### config.mk
export PLATFORM = sky130hd
export DESIGN_NAME = multi_channel_timer
export DESIGN_NICKNAME = d
export VERILOG_FILES = /design/src/rtl/multi_channel_timer.sv
export SDC_FILE = /design/constraint.sdc
export NUM_CORES = 1
export LEC_CHECK = 0
export ABC_CLOCK_PERIOD_IN_PS = 2100
export CAP_MARGIN = 20
export CORE_UTILIZATION = 25
export DETAILED_ROUTE_END_ITERATION = 8
export PLACE_DENSITY = 0.45
export SLEW_MARGIN = 30
export SYNTH_ARGS = -nofsm -noshare
export SYNTH_HDL_FRONTEND = slang
export SYNTH_SLANG_ARGS = --single-unit
export TNS_END_PERCENT = 20
### constraint.sdc
create_clock -name clk -period 2.1 [get_ports clk]
set_clock_uncertainty 0.15 [all_clocks]
set_input_delay 0.315 -clock clk [delete_from_list [all_inputs] [get_ports clk]]
set_output_delay 0.315 -clock clk [all_outputs]
set_load 0.1 [all_outputs]
### src/rtl/multi_channel_timer.sv
// Multi-channel down-counting timer.
// A shared prescaler divides clk down to a base tick. Each channel counts base
// ticks down from its own programmable period, in one-shot or periodic mode,
// and reports a timeout pulse, a sticky expired flag and the remaining count.
module multi_channel_timer #(
    parameter int CLK_FREQ_HZ    = 50_000_000,
    parameter int TICK_HZ        = 1000,
    parameter int NUM_CH         = 4,
    parameter int CNT_W          = 16,
    parameter int DEFAULT_PERIOD = 1,
    localparam int CH_W          = (NUM_CH > 1) ? $clog2(NUM_CH) : 1
) (
    input  logic                    clk,
    input  logic                    rst,
    input  logic                    enable,
    input  logic                    ld_valid,
    input  logic [CH_W-1:0]         ld_ch,
    input  logic [CNT_W-1:0]        ld_period,
    input  logic                    ld_periodic,
    output logic                    ld_err,
    input  logic [NUM_CH-1:0]       start,
    input  logic [NUM_CH-1:0]       stop,
    input  logic [NUM_CH-1:0]       clr,
    output logic                    tick_o,
    output logic [NUM_CH-1:0]       timeout,
    output logic [NUM_CH-1:0]       busy,
    output logic [NUM_CH-1:0]       expired,
    output logic [NUM_CH*CNT_W-1:0] remaining
);

    localparam int               PRESCALE = CLK_FREQ_HZ / TICK_HZ;
    localparam int               PRE_W    = $clog2(PRESCALE);
    localparam logic [PRE_W-1:0] PRE_LAST = PRE_W'(PRESCALE - 1);
    localparam logic [CNT_W-1:0] DEF_P    = CNT_W'(DEFAULT_PERIOD);
    localparam logic [CNT_W-1:0] ONE      = CNT_W'(1);

    typedef enum logic {
        CH_IDLE = 1'b0,
        CH_RUN  = 1'b1
    } ch_state_t;

    logic [PRE_W-1:0] pre_cnt_q;
    logic [PRE_W-1:0] pre_cnt_d;
    logic             tick;
    logic             tick_q;
    logic             ld_err_q;
    logic             ld_err_d;
    logic             ld_range_ok;
    logic             ld_accept;

    // When NUM_CH fills the index field every encodable channel exists,
    // so the range test collapses to a constant.
    generate
        if (NUM_CH == (1 << CH_W)) begin : g_full_range
            assign ld_range_ok = 1'b1;
        end else begin : g_part_range
            assign ld_range_ok = (32'(ld_ch) < NUM_CH);
        end
    endgenerate

    // Prescaler next state, base tick and load validation.
    always_comb begin
        tick      = enable && (pre_cnt_q == PRE_LAST);
        pre_cnt_d = pre_cnt_q;
        if (enable) begin
            pre_cnt_d = tick ? '0 : pre_cnt_q + PRE_W'(1);
        end
        ld_accept = ld_valid && (ld_period != '0) && ld_range_ok;
        ld_err_d  = ld_valid && ((ld_period == '0) || !ld_range_ok);
    end

    // Free-running prescaler plus registered tick and load-error pulses.
    always_ff @(posedge clk or negedge rst) begin
        if (!rst) begin
            pre_cnt_q <= '0;
            tick_q    <= 1'b0;
            ld_err_q  <= 1'b0;
        end else begin
            pre_cnt_q <= pre_cnt_d;
            tick_q    <= tick;
            ld_err_q  <= ld_err_d;
        end
    end

    assign tick_o = tick_q;
    assign ld_err = ld_err_q;

    genvar gi;
    generate
        for (gi = 0; gi < NUM_CH; gi++) begin : g_ch
            ch_state_t        state_q;
            ch_state_t        state_d;
            logic [CNT_W-1:0] rem_q;
            logic [CNT_W-1:0] rem_d;
            logic [CNT_W-1:0] period_q;
            logic [CNT_W-1:0] period_d;
            logic             periodic_q;
            logic             periodic_d;
            logic             timeout_q;
            logic             timeout_d;
            logic             expired_q;
            logic             expired_d;
            logic             ld_hit;

            assign ld_hit = ld_accept && (ld_ch == CH_W'(gi));

            // Channel next state: stop beats start beats tick. Start samples the
            // period register before any same-cycle load lands.
            always_comb begin
                state_d    = state_q;
                rem_d      = rem_q;
                timeout_d  = 1'b0;
                expired_d  = expired_q;
                period_d   = ld_hit ? ld_period : period_q;
                periodic_d = ld_hit ? ld_periodic : periodic_q;

                if (clr[gi]) begin
                    expired_d = 1'b0;
                end

                if (stop[gi]) begin
                    state_d = CH_IDLE;
                    rem_d   = '0;
                end else if (start[gi]) begin
                    state_d = CH_RUN;
                    rem_d   = period_q;
                end else if ((state_q == CH_RUN) && tick) begin
                    if (rem_q > ONE) begin
                        rem_d = rem_q - ONE;
                    end else if (periodic_q) begin
                        timeout_d = 1'b1;
                        rem_d     = period_q;
                    end else begin
                        timeout_d = 1'b1;
                        expired_d = 1'b1;
                        state_d   = CH_IDLE;
                        rem_d     = '0;
                    end
                end
            end

            // Channel state, counters and registered flags.
            always_ff @(posedge clk or negedge rst) begin
                if (!rst) begin
                    state_q    <= CH_IDLE;
                    rem_q      <= '0;
                    period_q   <= DEF_P;
                    periodic_q <= 1'b0;
                    timeout_q  <= 1'b0;
                    expired_q  <= 1'b0;
                end else begin
                    state_q    <= state_d;
                    rem_q      <= rem_d;
                    period_q   <= period_d;
                    periodic_q <= periodic_d;
                    timeout_q  <= timeout_d;
                    expired_q  <= expired_d;
                end
            end

            assign timeout[gi]                   = timeout_q;
            assign busy[gi]                      = (state_q == CH_RUN);
            assign expired[gi]                   = expired_q;
            assign remaining[gi*CNT_W +: CNT_W]  = rem_q;
        end
    endgenerate

endmodule

* Word-level counts from Yosys, hierarchy flattened
Index checks and enable logic that the tools add are counted.
** Word-level totals
- Flip-flop bits (word level) :: 162
- Input bits :: 35
- Output and inout port bits :: 78
- Logic and storage cells :: 151
** Cells by class
- Add/subtract/negate cells :: 5
- Magnitude comparators :: 4
- Equality and inequality tests :: 12
- Muxes and demuxes :: 81
- Reduce and logical (&&, ||, !) cells :: 22
** Operators with widths (count)
- 16-bit 2-to-1 mux :: 21
- 16-bit by 1-bit greater-than comparator with 1-bit output, second input constant :: 4
- 16-bit by 1-bit subtractor with 16-bit output, second input constant :: 4
- 1-bit 2-to-1 mux :: 60
- 3-bit != test, second input constant :: 8
- 16-bit by 1-bit adder with 16-bit output, second input constant :: 1
- 16-bit equality test, second input constant :: 1
- 16-bit zero test :: 1
- 16-bit nonzero test :: 1
- 3-bit AND reduction :: 4
- 3-bit nonzero test :: 4
- 1-bit logical AND :: 11
- 2-bit equality test, second input constant :: 2
- 2-bit by 1-bit equality test with 1-bit output, second input constant :: 1
- 2-bit zero test :: 1

* Logic depth before layout (Yosys ltp)
- Word-level depth :: 6
- Depth in mapped cells :: 10
- Gate-level depth less buffers :: 8

* Worst setup path before layout
No wires, ideal clock.
- Path kind :: register -> register
- Start point :: reg g_ch[2].rem_q[0]
- End point :: reg g_ch[2].rem_q[3]
- Arrival time :: 2.766 ns
- Setup slack :: -0.943 ns
- Cell stages (with the launch flop) :: 11
- Period minus slack after synthesis :: 3.043 ns
- Cell sequence :: dfrtp_1 -> inv_1 -> ha_1 -> nor2_1 -> nor4_2 -> and2_1 -> buf_2 -> a21o_1 -> nor2b_1 -> buf_2 -> a221o_1
** Between the ends
- Word-level cells in the longest chain between the ends :: 5
- Elaborated cells on any way between the ends :: 6
- Those cells by class :: add/sub (1); order compare (1); mux (4)
** Ends and longest elaborated chain
- start, declared :: line 93 : logic [CNT_W-1:0] rem_q;
- start signal, assigned :: line 153 : rem_q <= rem_d;
- 16-bit by 1-bit subtractor with 16-bit output / 16-bit by 1-bit greater-than comparator with 1-bit output (equally long branches) :: line 129, 128
- 16-bit 2-to-1 mux * :: line 128 : if (rem_q > ONE) begin
- 16-bit 2-to-1 mux * :: line 127 : end else if ((state_q == CH_RUN) && tick) begin
- 16-bit 2-to-1 mux * :: line 124 : end else if (start[gi]) begin
- 16-bit 2-to-1 mux * :: line 121 : if (stop[gi]) begin
Every way passes the cells marked *; elsewhere a longest branch is shown, timed or not. The select of a mux whose other input is x is not followed.
A chain may end at the register's enable or synchronous reset.

* Worst setup path after layout
- Start point :: reg pre_cnt_q[11]
- End point :: reg g_ch[0].rem_q[9]
** Between the ends
- Word-level cells in the longest chain between the ends :: 4
** Ends and longest elaborated chain
- start, declared :: line 42 : logic [PRE_W-1:0] pre_cnt_q;
- start signal, assigned :: line 79 : pre_cnt_q <= pre_cnt_d;
- 16-bit equality test :: line 63 : tick = enable && (pre_cnt_q == PRE_LAST);
- 1-bit logical AND :: line 63
- 1-bit logical AND :: line 127
- 3-bit nonzero test (no line)
- end signal, assigned :: line 153
- end, declared :: line 93
Every way passes these cells.

==> out/qor.csv <==
metric,value,unit
run status,finished with violations,
violations in the final reports,negative setup slack,
fin crit share,1.10,
CTS H-tree depth,4,
FF-to-FF path depth,7,
Die Area,0.0342,mm2
Max-cap violations,0,
Initial Utilization,0.256,
"Arr. time, crit path",2.53,ns
max_slew headroom,0.626,
TritonCTS Buffers,17,
setup TNS,-7.50,ns
layout cell share with drive strength beyond 1,0.498,
die width,185,um
FP Rows,66,
Detail Placement HPWL,21.5,mm
Reg2Reg Capture Point,g_ch[0].rem_q[9]$_DFFE_PN0P_,
ys flop type,dfrtp_1,
number of flops mapped to enable cells by yosys,0,
yosys warns,0,
worst hold path type,in -> async,
Buffers on Ports,112,
crit path cell chain,or4b_4 > nor4_4 > buf_4 > buf_12 > a21boi_4 > or4_4 > nand3_2,
largest net degree at the start of global routing,60,
Max Freq,0.432,GHz
"Slew Viols, Final",0,
final setup fails,64,
vias in the first global route,7676,
Worst-path clk slew,0.07,ns
Critical Path Fanout Max,6,
IO Count,113,
CTS Sinks,162,
reg2reg setup slack,-0.21,ns
Vias,7608,
fin nets,1176,
wire per inst,18.0,um
Skew-Pair Late Insertion Delay,0.43,ns
Setup CP Type,reg -> reg,
DR iter-0 viols,484,
gr ovfl total,0,
Fin Hold WS,0.198,ns
DR DRC count,0,
number of diodes,0,
drt total wl,28.6,mm
Yosys reg bits,162,
Mapped Nets,872,
sequential area share after synthesis,0.484,
Crit path required time,2.32,ns
minimum clock period,2.31,ns
final worst slack,-0.212,ns
Lkg Pwr,0.00565,uW
Setup Slack @ Placement,-0.493,ns
Layout fillers,3269,
core area,0.0328,mm2
Die Ht,185,um
largest area contributor in the netlist,dfrtp_1,
Synth Area per Inst,10.1,um2
ys async rst share,1.00,
PwrDens,992,mW/mm2
setup repair after global routing missed its margin,yes,
startpoint types,flip-flop,
ranking of synthesized cells by area,"dfrtp_1 (47%), mux2_2 (9.1%), o21ai_0 (3.3%)",
Fin. Hold Viols,0,
Crit path largest cell delay,0.54,ns
Final GP Congestion,0.843,
Worst Tran Pin Value,0.561,ns
P&R area growth vs syn,54.0,%
Pre-antenna DRT Iters,5,
Max rail drop VDD,0.582,mV
CTS root buffer,clkbuf_16,
Reg-to-Reg Start,pre_cnt_q[11]$_DFFE_PN0P_,
Vias/cell,4.79,
gr usage total,0.173,
first-pass GRT wire length,44.6,mm
Max clock buf depth,2,
Final ANT Viol Nets,0,
Post-Synthesis Cells,828,
"Max stage delay cell, worst path",or4b_4,
top cell type's share of synthesized area,0.472,
mapped cell area,0.00838,mm2
Worst Setup End Kind,flip-flop,
Synth cell types,67,
initial antenna violation count,0,
TritonCTS clock tree,yes,
[cells in the mapped netlist, types with 12 or more instances]
master    instances
a21oi_1          26
a22oi_1          25
buf_2            14
buf_4            12
clkbuf_1         18
dfrtp_1         158
inv_1            27
mux2_2           68
nand2_1          67
nand3_1          24
nor2_1           63
nor3_1           32
nor4_1           18
o21ai_0          56
o22ai_1          14
xnor2_1          16
xor2_1           24
[cell type report]
| type | instances | area, um2 | share of cell area |
|---|---|---|---|
| tap | 442 | 553 | 0.0429 |
| clock inverter | 8 | 103 | 0.00795 |
| clock buffer | 24 | 492 | 0.0381 |
| multi-input combinational | 594 | 4540 | 0.352 |
| sequential | 162 | 4180 | 0.324 |
| timing repair buffer | 329 | 2910 | 0.226 |
| inverter | 28 | 120 | 0.00931 |
[critical path: cells and delay by family, from the launching register on]
kind                   cells  cell delay, ns
AO/OA/AOI/OAI              1            0.07
buffers and inverters      2            0.31
flip-flops                 1            0.41
AND/OR/NAND/NOR            4            1.32
[where the power goes]
part	leakage (uW)	switching, uW	internal (uW)	total, uW
Sequential	0.00197	418	3650	4070
Clock	0.000286	1310	1880	3190
Combinational	0.00340	3290	2250	5550
[cells in the final DEF (no fill, tap or decap), types with 20 or more instances in the layout]
cell type        count
xor2_1              24
dfrtp_2             41
nand3_1             20
a21oi_1             20
dfrtp_1             98
buf_4              260
nand2_1             59
a22oi_1             22
nor2_1              56
clkdlybuf4s50_1     30
o21ai_1             32
nor3_1              25
inv_1               21
mux2_2              68
buf_12              25
[state kept, by name, indices dropped and copies added (netlist names)]
name             count
g_ch.period_q       64
g_ch.rem_q          64
pre_cnt_q           16
g_ch.expired_q       4
g_ch.periodic_q      4
g_ch.state_q         4
g_ch.timeout_q       4
ld_err               1
tick_o               1
[repair_timing]
action / CTS / global route
hold endpoints to repair: 26 / 0
gates cloned: 3 / 0
setup buffers: 1 / 4
pin swaps: 29 / 23
gates resized for setup: 75 / 59
setup endpoints to repair: 87 / 117
hold buffers: 1 / 0
[layer usage]
metal	share of wire	track usage	vias up	wire (um)
met5	0	0	-	0
met4	0.0095	0.0331	0	272
li1	-	-	3621	-
met2	0.46	0.274	159	13200
met3	0.040	0.0311	22	1150
met1	0.49	0.245	3806	14000
[worst max path at each step]
stage                                            start                              end  slack (ns)  cells past startpoint
after global routing         pre_cnt_q[11]$_DFFE_PN0P_     g_ch[0].rem_q[9]$_DFFE_PN0P_       -0.29                      7
after floorplan           g_ch[2].rem_q[1]$_DFFE_PN0P_     g_ch[2].rem_q[7]$_DFFE_PN0P_       -0.27                     10
final                        pre_cnt_q[11]$_DFFE_PN0P_     g_ch[0].rem_q[9]$_DFFE_PN0P_       -0.21                      7
after CTS                    pre_cnt_q[11]$_DFFE_PN0P_     g_ch[0].rem_q[9]$_DFFE_PN0P_       -0.20                      7
after detailed placement                  ld_period[2]  g_ch[1].period_q[8]$_DFFE_PN0P_       -0.49                      9
after global placement                    ld_period[2]  g_ch[1].period_q[4]$_DFFE_PN0P_       -0.46                      9
[cell families after synthesis]
group	count (synthesis)	synth area share
XOR/XNOR	40	0.0418
buffers and inverters	74	0.0424
AO/OA/AOI/OAI	185	0.143
adder cells (fa/ha/maj)	9	0.0134
multiplexers	71	0.0950
AND/OR/NAND/NOR	287	0.180
flip-flops	162	0.484
[through the flow]
stage / power, uW / area (um2) / util / std cells
after global routing: 13500 / 12900 / 0.394 / 1587
after floorplan: 7330 / 8740 / - / 828
after global placement: 9440 / 11800 / 0.360 / 1546
after detailed placement: 9460 / 11800 / 0.360 / 1546
after CTS: 12800 / 12600 / 0.386 / 1583
final: 12800 / 12900 / 0.394 / 1587
(Power assumes the default switching activity.)
